`config.mk`:
```
export PLATFORM = sky130hd
export DESIGN_NAME = goertzel_bank
export DESIGN_NICKNAME = d
export VERILOG_FILES = /design/src/rtl/goertzel_bank.sv
export SDC_FILE = /design/constraint.sdc
export NUM_CORES = 1
export LEC_CHECK = 0
export CAP_MARGIN = 20
export CELL_PAD_IN_SITES_DETAIL_PLACEMENT = 1
export CELL_PAD_IN_SITES_GLOBAL_PLACEMENT = 2
export CORE_MARGIN = 2
export CORE_UTILIZATION = 36
export CTS_BUF_LIST = sky130_fd_sc_hd__clkbuf_4 sky130_fd_sc_hd__clkbuf_8
export CTS_CLUSTER_SIZE = 10
export DETAILED_ROUTE_END_ITERATION = 10
export PLACE_DENSITY_LB_ADDON = 0.1
export SLEW_MARGIN = 5
export SYNTH_ARGS = -nofsm -noshare
export SYNTH_HDL_FRONTEND = slang
export SYNTH_SLANG_ARGS = --single-unit
```
`constraint.sdc`:
```
create_clock -name clk -period 3.8 [get_ports clk]
set_input_delay 0.76 -clock clk [delete_from_list [all_inputs] [get_ports clk]]
set_output_delay 0.76 -clock clk [all_outputs]
set_load 0.05 [all_outputs]
```
`src/rtl/goertzel_bank.sv`:
```
// Time-multiplexed Goertzel filter bank: one shared multiplier walks all bins per
// sample, states are rescaled periodically and dumped/cleared at every block end.
module goertzel_bank #(
    parameter int N_CH       = 4,
    parameter int DW         = 16,
    parameter int COEFF_BITS = 18,
    parameter logic [N_CH*COEFF_BITS-1:0] COEFFS = '0,
    parameter int BLOCK_POW2 = 8,
    parameter int SCALE_POW2 = 4,
    localparam int CHW = (N_CH > 1) ? $clog2(N_CH) : 1
) (
    input  logic                   clk,
    input  logic                   rst_n,
    input  logic                   clr_i,
    input  logic                   in_valid,
    output logic                   in_ready,
    input  logic signed [DW-1:0]   in_data,
    output logic                   out_valid,
    input  logic                   out_ready,
    output logic [CHW-1:0]         out_ch,
    output logic signed [DW+1:0]   out_s0,
    output logic signed [DW+1:0]   out_s1,
    output logic [BLOCK_POW2-1:0]  count_o
);

    localparam int IW = DW + SCALE_POW2 + 1;
    localparam int PW = IW + COEFF_BITS;

    localparam logic [1:0] S_IDLE  = 2'd0;
    localparam logic [1:0] S_CALC  = 2'd1;
    localparam logic [1:0] S_SCALE = 2'd2;
    localparam logic [1:0] S_DUMP  = 2'd3;

    localparam logic [CHW-1:0] LAST_CH = CHW'(N_CH - 1);

    logic [1:0]            state_q, state_d;
    logic [CHW-1:0]        chan_q, chan_d;
    logic [BLOCK_POW2-1:0] count_q, count_d;
    logic signed [DW-1:0]  sample_q, sample_d;
    logic signed [IW-1:0]  s0_q [N_CH];
    logic signed [IW-1:0]  s1_q [N_CH];
    logic signed [IW-1:0]  s0_d [N_CH];
    logic signed [IW-1:0]  s1_d [N_CH];

    logic signed [COEFF_BITS-1:0] coeffSel;
    logic signed [IW-1:0]         s0Sel, s1Sel, prodTrunc, s0New;
    logic signed [PW-1:0]         prodFull;

    // Shared datapath: operands are sign-extended to the full product width so the
    // wrapped product is exact before the fixed-point shift and truncation.
    always_comb begin
        coeffSel  = COEFFS[int'(chan_q) * COEFF_BITS +: COEFF_BITS];
        s0Sel     = s0_q[chan_q];
        s1Sel     = s1_q[chan_q];
        prodFull  = $signed({{COEFF_BITS{s0Sel[IW-1]}}, s0Sel})
                  * $signed({{IW{coeffSel[COEFF_BITS-1]}}, coeffSel});
        prodTrunc = IW'(prodFull >>> (COEFF_BITS - 2));
        s0New     = {{(IW-DW){sample_q[DW-1]}}, sample_q} + prodTrunc - s1Sel;
    end

    always_comb begin
        state_d  = state_q;
        chan_d   = chan_q;
        count_d  = count_q;
        sample_d = sample_q;
        s0_d     = s0_q;
        s1_d     = s1_q;
        if (clr_i) begin
            state_d  = S_IDLE;
            chan_d   = '0;
            count_d  = '0;
            sample_d = '0;
            for (int k = 0; k < N_CH; k++) begin
                s0_d[k] = '0;
                s1_d[k] = '0;
            end
        end else begin
            case (state_q)
                S_IDLE: begin
                    if (in_valid) begin
                        sample_d = in_data;
                        chan_d   = '0;
                        state_d  = S_CALC;
                    end
                end
                S_CALC: begin
                    s0_d[chan_q] = s0New;
                    s1_d[chan_q] = s0Sel;
                    if (chan_q == LAST_CH) begin
                        chan_d  = '0;
                        count_d = count_q + BLOCK_POW2'(1);
                        state_d = (&count_q[SCALE_POW2-1:0]) ? S_SCALE : S_IDLE;
                    end else begin
                        chan_d = chan_q + CHW'(1);
                    end
                end
                S_SCALE: begin
                    for (int k = 0; k < N_CH; k++) begin
                        s0_d[k] = s0_q[k] >>> (SCALE_POW2 - 1);
                        s1_d[k] = s1_q[k] >>> (SCALE_POW2 - 1);
                    end
                    // The counter only wraps on a scale point, so zero here marks block end.
                    state_d = (count_q == '0) ? S_DUMP : S_IDLE;
                end
                S_DUMP: begin
                    if (out_ready) begin
                        if (chan_q == LAST_CH) begin
                            chan_d  = '0;
                            count_d = '0;
                            state_d = S_IDLE;
                            for (int k = 0; k < N_CH; k++) begin
                                s0_d[k] = '0;
                                s1_d[k] = '0;
                            end
                        end else begin
                            chan_d = chan_q + CHW'(1);
                        end
                    end
                end
                default: state_d = S_IDLE;
            endcase
        end
    end

    always_ff @(posedge clk or negedge rst_n) begin
        if (!rst_n) begin
            state_q  <= S_IDLE;
            chan_q   <= '0;
            count_q  <= '0;
            sample_q <= '0;
            for (int k = 0; k < N_CH; k++) begin
                s0_q[k] <= '0;
                s1_q[k] <= '0;
            end
        end else begin
            state_q  <= state_d;
            chan_q   <= chan_d;
            count_q  <= count_d;
            sample_q <= sample_d;
            s0_q     <= s0_d;
            s1_q     <= s1_d;
        end
    end

    assign in_ready  = (state_q == S_IDLE);
    assign out_valid = (state_q == S_DUMP);
    assign out_ch    = out_valid ? chan_q : '0;
    assign out_s0    = out_valid ? s0Sel[DW+1:0] : '0;
    assign out_s1    = out_valid ? s1Sel[DW+1:0] : '0;
    assign count_o   = count_q;

endmodule

```
Word-level counts from Yosys, hierarchy flattened
Index checks and enable logic that the tools add are counted.

Flip-flop bits (word level): 196. Input bits: 21. Output and inout port bits: 48. Word-level logic and storage cells: 94.

Add/sub/neg operators: 4. $mul: 2. Magnitude comparators: 2. Equal/unequal tests: 9. Shifts and indexed selects: 1. Multiplexer cells: 40. Bitwise logic cells: 1. Reduce and logical (&&, ||, !) cells: 15.

Operators by type and width (count): one-hot mux 84 bit (3 select lines) (2); 2-to-1 mux 84 bit (4); bitwise mux 84 bit (2); 2-to-1 mux 21 bit (5); binary-select mux 21 bit (select 2 bit) (2); indexed part select 72 x 8 -> 18 bit (first input constant) (1); 2-to-1 mux 16 bit (3); demux 21 bit (select 2 bit) (1); multiplier 21 x 18 -> 37 bit (1); 2-to-1 mux 18 bit (2); 2-to-1 mux 8 bit (4); 2-to-1 mux 2 bit (12); adder 21 bit (1); subtractor 21 bit (1); one-hot mux 8 bit (2 select lines) (1); AND reduction 4 bit (4); adder 8 x 1 -> 8 bit (second input constant) (1); zero test 8 bit (1); one-hot mux 2 bit (4 select lines) (1); nonzero test 4 bit (2); == test 2 bit (second input constant) (3); multiplier 2 x 4 -> 6 bit (second input constant) (1); != test 3 x 2 -> 1 bit (second input constant) (2); != test 3 bit (second input constant) (2); 13 further kinds (15).

Logic depth before layout (Yosys ltp)
Depth after elaboration: 10. Mapped depth: 14. Mapped depth without buffers: 12.

Worst setup path after synthesis
Ideal clock, no wire load.

Path type: reg2reg. Start point: reg chan_q[0]. End point: reg s0_q[14] (netlist name). Arrival: 3430 ps. Data required time: 3657 ps. Path slack: 227 ps. Stages on the path, launching flop included: 15. Buffers on the path: 3. Cells stage by stage: dfrtp_1 buf_2 buf_2 mux4_2 inv_1 ha_1 ha_1 buf_6 and3_1 and2_1 o211a_1 o21ai_2 nand2_2 a2111oi_4 o221ai_1.

Longest elaborated chain between the ends: 10.

RTL lines: from (decl) (RTL line 37) `logic [CHW-1:0] chan_q, chan_d;`; from (signal assigned) (RTL line 137) `chan_q <= chan_d;`; parallel branches: the longest is 10 deep, another holds multiplier 21 x 18 -> 37 bit; to (signal, indexed assignment) (RTL line 132) `s0_q[k] <= '0;`; to (signal assigned) (RTL line 140) `s0_q <= s0_d;`; to (decl) (RTL line 40) `logic signed [IW-1:0] s0_q [N_CH];`.

Parallel ways; which one is timed is not known. The select of a mux whose other input is x is not followed. A chain may end at the register's enable or synchronous reset.

Final worst setup path
Start point: reg chan_q[0]. End point: out out_s0[1].

Longest elaborated chain between the ends: 5.

RTL lines: inverter 2 -> 3 bit (implied by the code) (RTL line 53) `s0Sel = s0_q[chan_q];`; binary-select mux 21 bit (select 2 bit) (RTL line 53); 2-to-1 mux 21 bit (implied by the code) (2 in series) (RTL line 53); 2-to-1 mux 18 bit (RTL line 148) `assign out_s0 = out_valid ? s0Sel[DW+1:0] : '0;`; to (decl) (RTL line 21) `output logic signed [DW+1:0] out_s0,`.

Every way passes these cells. The select of a mux whose other input is x is not followed.

==> results by group <==
Outcome
  • Result of the run: complete, no violations

Clock network
  • H-tree lvl count: 4
  • CTS tree: yes
  • Clock transition time at the flip-flop clock pins of the worst setup and hold paths: 0.13 ns
  • Insertion delay of the later-clocked pin in the worst-skew pair: 0.53 ns
  • Number of buffers on the longest clock path: 2
  • CTS Sinks: 196
  • Library cell used as clock root buffer: clkbuf_8
  • Number of clock buffers inserted by TritonCTS: 17
  • Count of hold buffers inserted by post-cts repair: 0

Yosys
  • Ys flop type: dfrtp_1
  • Number of instances in the synthesized netlist: ~1200
  • Ys async rst share: 100.0%
  • Post-synthesis net count: about 1300
  • Register bit total from synthesis: about 200
  • Sequential element share of the synthesized area: a little over two fifths
  • Netlist area before placement: roughly 12000 µm²
  • Yosys warning count: 0
  • Post-Syn Area per Cell: 9.333 µm²
  • Number of enable-type register cells in the synthesized netlist: 0
  • Count of cell types in the netlist: 63

Finish
  • Fin area: 13440 µm²
  • Fill count: 3656
  • Number of diodes added for antenna fixing: 0
  • Storage cell area: between 4000 and 5000 µm²
  • Final-stage net count: 1377
  • Multi-input gate area: 6321 µm²
  • Commonest non-fill, non-tap cells in the layout: nand2_1, dfrtp_1, o21ai_0
  • Most common library cell in the layout ignoring fill and taps: nand2_1
  • Final standard cell utilization of the core: 42.39%
  • Ratio of cells with drive above 1 in the final layout: 12.96%
  • P&R area growth vs syn: 15.33%

Detailed routing
  • Number of vias in the routed layout: approximately 10000
  • Remaining antenna violation count after routing: 0
  • Vias per Instance: 5.872
  • Total routed wirelength: 42750 µm
  • Number of iterations in the first detailed-routing pass: 5
  • Wire per inst: 24.84 µm
  • DRC violation count after routing: 0
  • Violation count after the first detailed-routing iteration: 750

Floorplanning
  • Initial core utilization: a little under two fifths
  • Die footprint: about 34000 µm²
  • Number of I/O pins: between 60 and 70
  • Placeable core area: between 30000 and 40000 µm²
  • Placement row count: 65
  • Die Ht: 184.0 µm
  • Die span in x: 184.0 µm

STA
  • Time the final worst path needs with I/O delays and setup: 3.691 ns
  • Worst clock skew: ~0.030 ns
  • Highest Clock Rate: 271.0 MHz
  • Relative slew slack: 28.72%
  • Final setup vio count: 0
  • Setup total negative slack: 0 ns
  • Final number of max-transition violations: 0
  • Transition time at the pin with the least slew margin: around 1.1 ns
  • Share of the clock period used by the worst path: a little over nine tenths
  • Number of hold violations in the final report: 0

Placed design
  • Port bufs: 68
  • Post-detailed-placement half-perimeter wirelength: 29560 µm
  • Final RePlAce weighted congestion: around 0.8
  • Dpl cell area: between 10000 and 15000 µm²

Global route
  • Busiest metal layer after global routing: met2
  • Met2 track utilization from global routing: roughly 45%
  • Global-route wire length before repair: 65870 µm
  • Total grt overflow: 0
  • Combined global-route utilization of all metal layers: 26.11%
  • Met3 global-route usage: 2.754%
  • Largest net degree at the start of global routing: 87
  • Number of global-route vias before repair: roughly 11000
  • GR Layer Usage met1: 35.04%
  • Number of antenna violations at the first check in global routing: 0

Worst setup path
  • Critical Path AT: 2.93 ns
  • Startpoint types: flop
  • Crit-path cells: clkbuf_4 > buf_4 > buf_8 > mux4_2 > and2_1 > dlygate4sd2_1
  • Slowest Stage Delay on Critical Path: 0.68 ns
  • Critical-path maximum fanout: 21
  • Slowest library cell on the worst path: mux4_2
  • Required time of the critical path: roughly 3.0 ns
  • Critical path type: flop to output pin
  • Sort of element at the end of the critical path: output pin

Power and ir drop
  • Cell Pwr Density: just under 600 nW/µm²
  • Static Leak: 5.569 nW
  • Largest voltage drop on the vdd net: 0.2610 mV

Worst hold path
  • Min-Delay Path Class: primary input to asynchronous set/reset pin

Flow run
  • Count of maximum capacitance violations: 0
timing repair:
action	CTS	global route
gates resized for setup	21	1
buffers inserted	0	11
pin swaps	0	1
setup endpoints to repair	24	41
gates cloned	0	0
final cells by class:
type | count | share of cell area [%]
clock buffer | 17 | 1.740
clock inverter | 15 | 1.080
inverter | 35 | 0.9772
multi-input combinational | 925 | 47.02
sequential | 196 | 36.52
tap | 402 | 3.741
timing repair buffer | 131 | 8.925
metal layers:
layer  up-vias  wire length [µm]
li1       4632                 -
met1      5214             19390
met2       227             21260
met3        32              1396
met4         0               710
met5         -                 0
path summary, 6_finish.rpt:
check | cells past startpoint | slack, ns | startpoint | to
worst min register to register | 2 | 0.50 | s1_q[21] | s1_q[21]
worst min-delay path | 1 | 0.26 | rst_n | sample_q[3]
worst max-delay path | 6 | 0.11 | chan_q[0] | out_s0[1]
min in group clk | 2 | 0.50 | s1_q[21] | s1_q[21]
worst max register to register | 14 | 0.15 | chan_q[0] | s0_q[19]
max in group asynchronous | 2 | 2.69 | rst_n | s0_q[14]
power breakdown:
part / total, mW / internal (mW) / switching [mW]
Combinational: 3.84 / 1.44 / 2.40
Clock: 1.43 / 0.540 / 0.894
Sequential: 2.62 / 2.36 / 0.255
Total: 7.89 / 4.35 / 3.54
cell usage after synthesis (3+ instances only):
cell type  count  area, µm²
or3_1          6      37.54
and2_1        44      275.3
a21o_1         8      60.06
nand2_1      197      739.5
o31ai_1        3      22.52
xor2_1         4      35.03
a32o_1         5      50.05
inv_1         35      131.4
ha_1          49      613.1
mux4_2        42      945.9
a21oi_1       66      330.3
buf_1          4      15.01
o22ai_1        7      43.79
dfrtp_1      196       4905
nor3_1         3      15.01
or2_2          4      25.02
a221o_1        7      70.07
o221ai_1       6      52.55
clkbuf_1      72      270.3
nand2b_1      26      162.7
o21ai_1        4      20.02
o211ai_1       8      60.06
a22oi_1       96      720.7
nand4_1        6      37.54
nor2_1        63      236.5
nor2b_1        9      56.30
and3_1        10      62.56
o21ai_0      170      850.8
buf_2         15      75.07
xnor2_1       12      105.1
nand3_1       11      55.05
a31oi_1        8      50.05
o21ai_2        3      26.28
o21a_1         3      22.52
a221oi_1       9      78.83
nor4_1         3      18.77
critical path, delay by kind of cell, from the launching register on:
kind,cells,cell delay (ns)
and+or+nand+nor,1,0.21
buffers and inverters,4,1.04
DFF,1,0.46
muxes,1,0.68
metrics by stage:
| stage | power (mW) | instances | worst slack [ns] | hold slack (ns) |
|---|---|---|---|---|
| final | 7.892 | 1721 | 0.1095 | 0.2640 |
| after floorplan | 4.934 | 1249 | 0.2270 | 0.4433 |
| after global routing | 8.357 | 1721 | -0.009023 | 0.2886 |
| after global placement | 6.360 | 1678 | 0.1337 | 0.4592 |
| after CTS | 7.855 | 1710 | 0.03574 | 0.2800 |
| after detailed placement | 6.409 | 1678 | 0.07397 | 0.4661 |
registers in the layout, summed over array words and instances (netlist names):
name / cells
state_q: 2
s1_q: 84
chan_q: 2
count_o: 8
sample_q: 16
s0_q: 84
kinds of logic after synthesis:
group                      after synthesis  synth area share [%]
buffers and inverters                  128                 4.358
muxes                                   45                 8.393
AOI/OAI and AO/OA                      418                 22.71
adders and majority gates               50                 5.431
xor gates and xnor gates                17                 1.342
and+or+nand+nor                        395                 15.69
DFF                                    196                 42.07
Power figures use the tool's default switching activity.
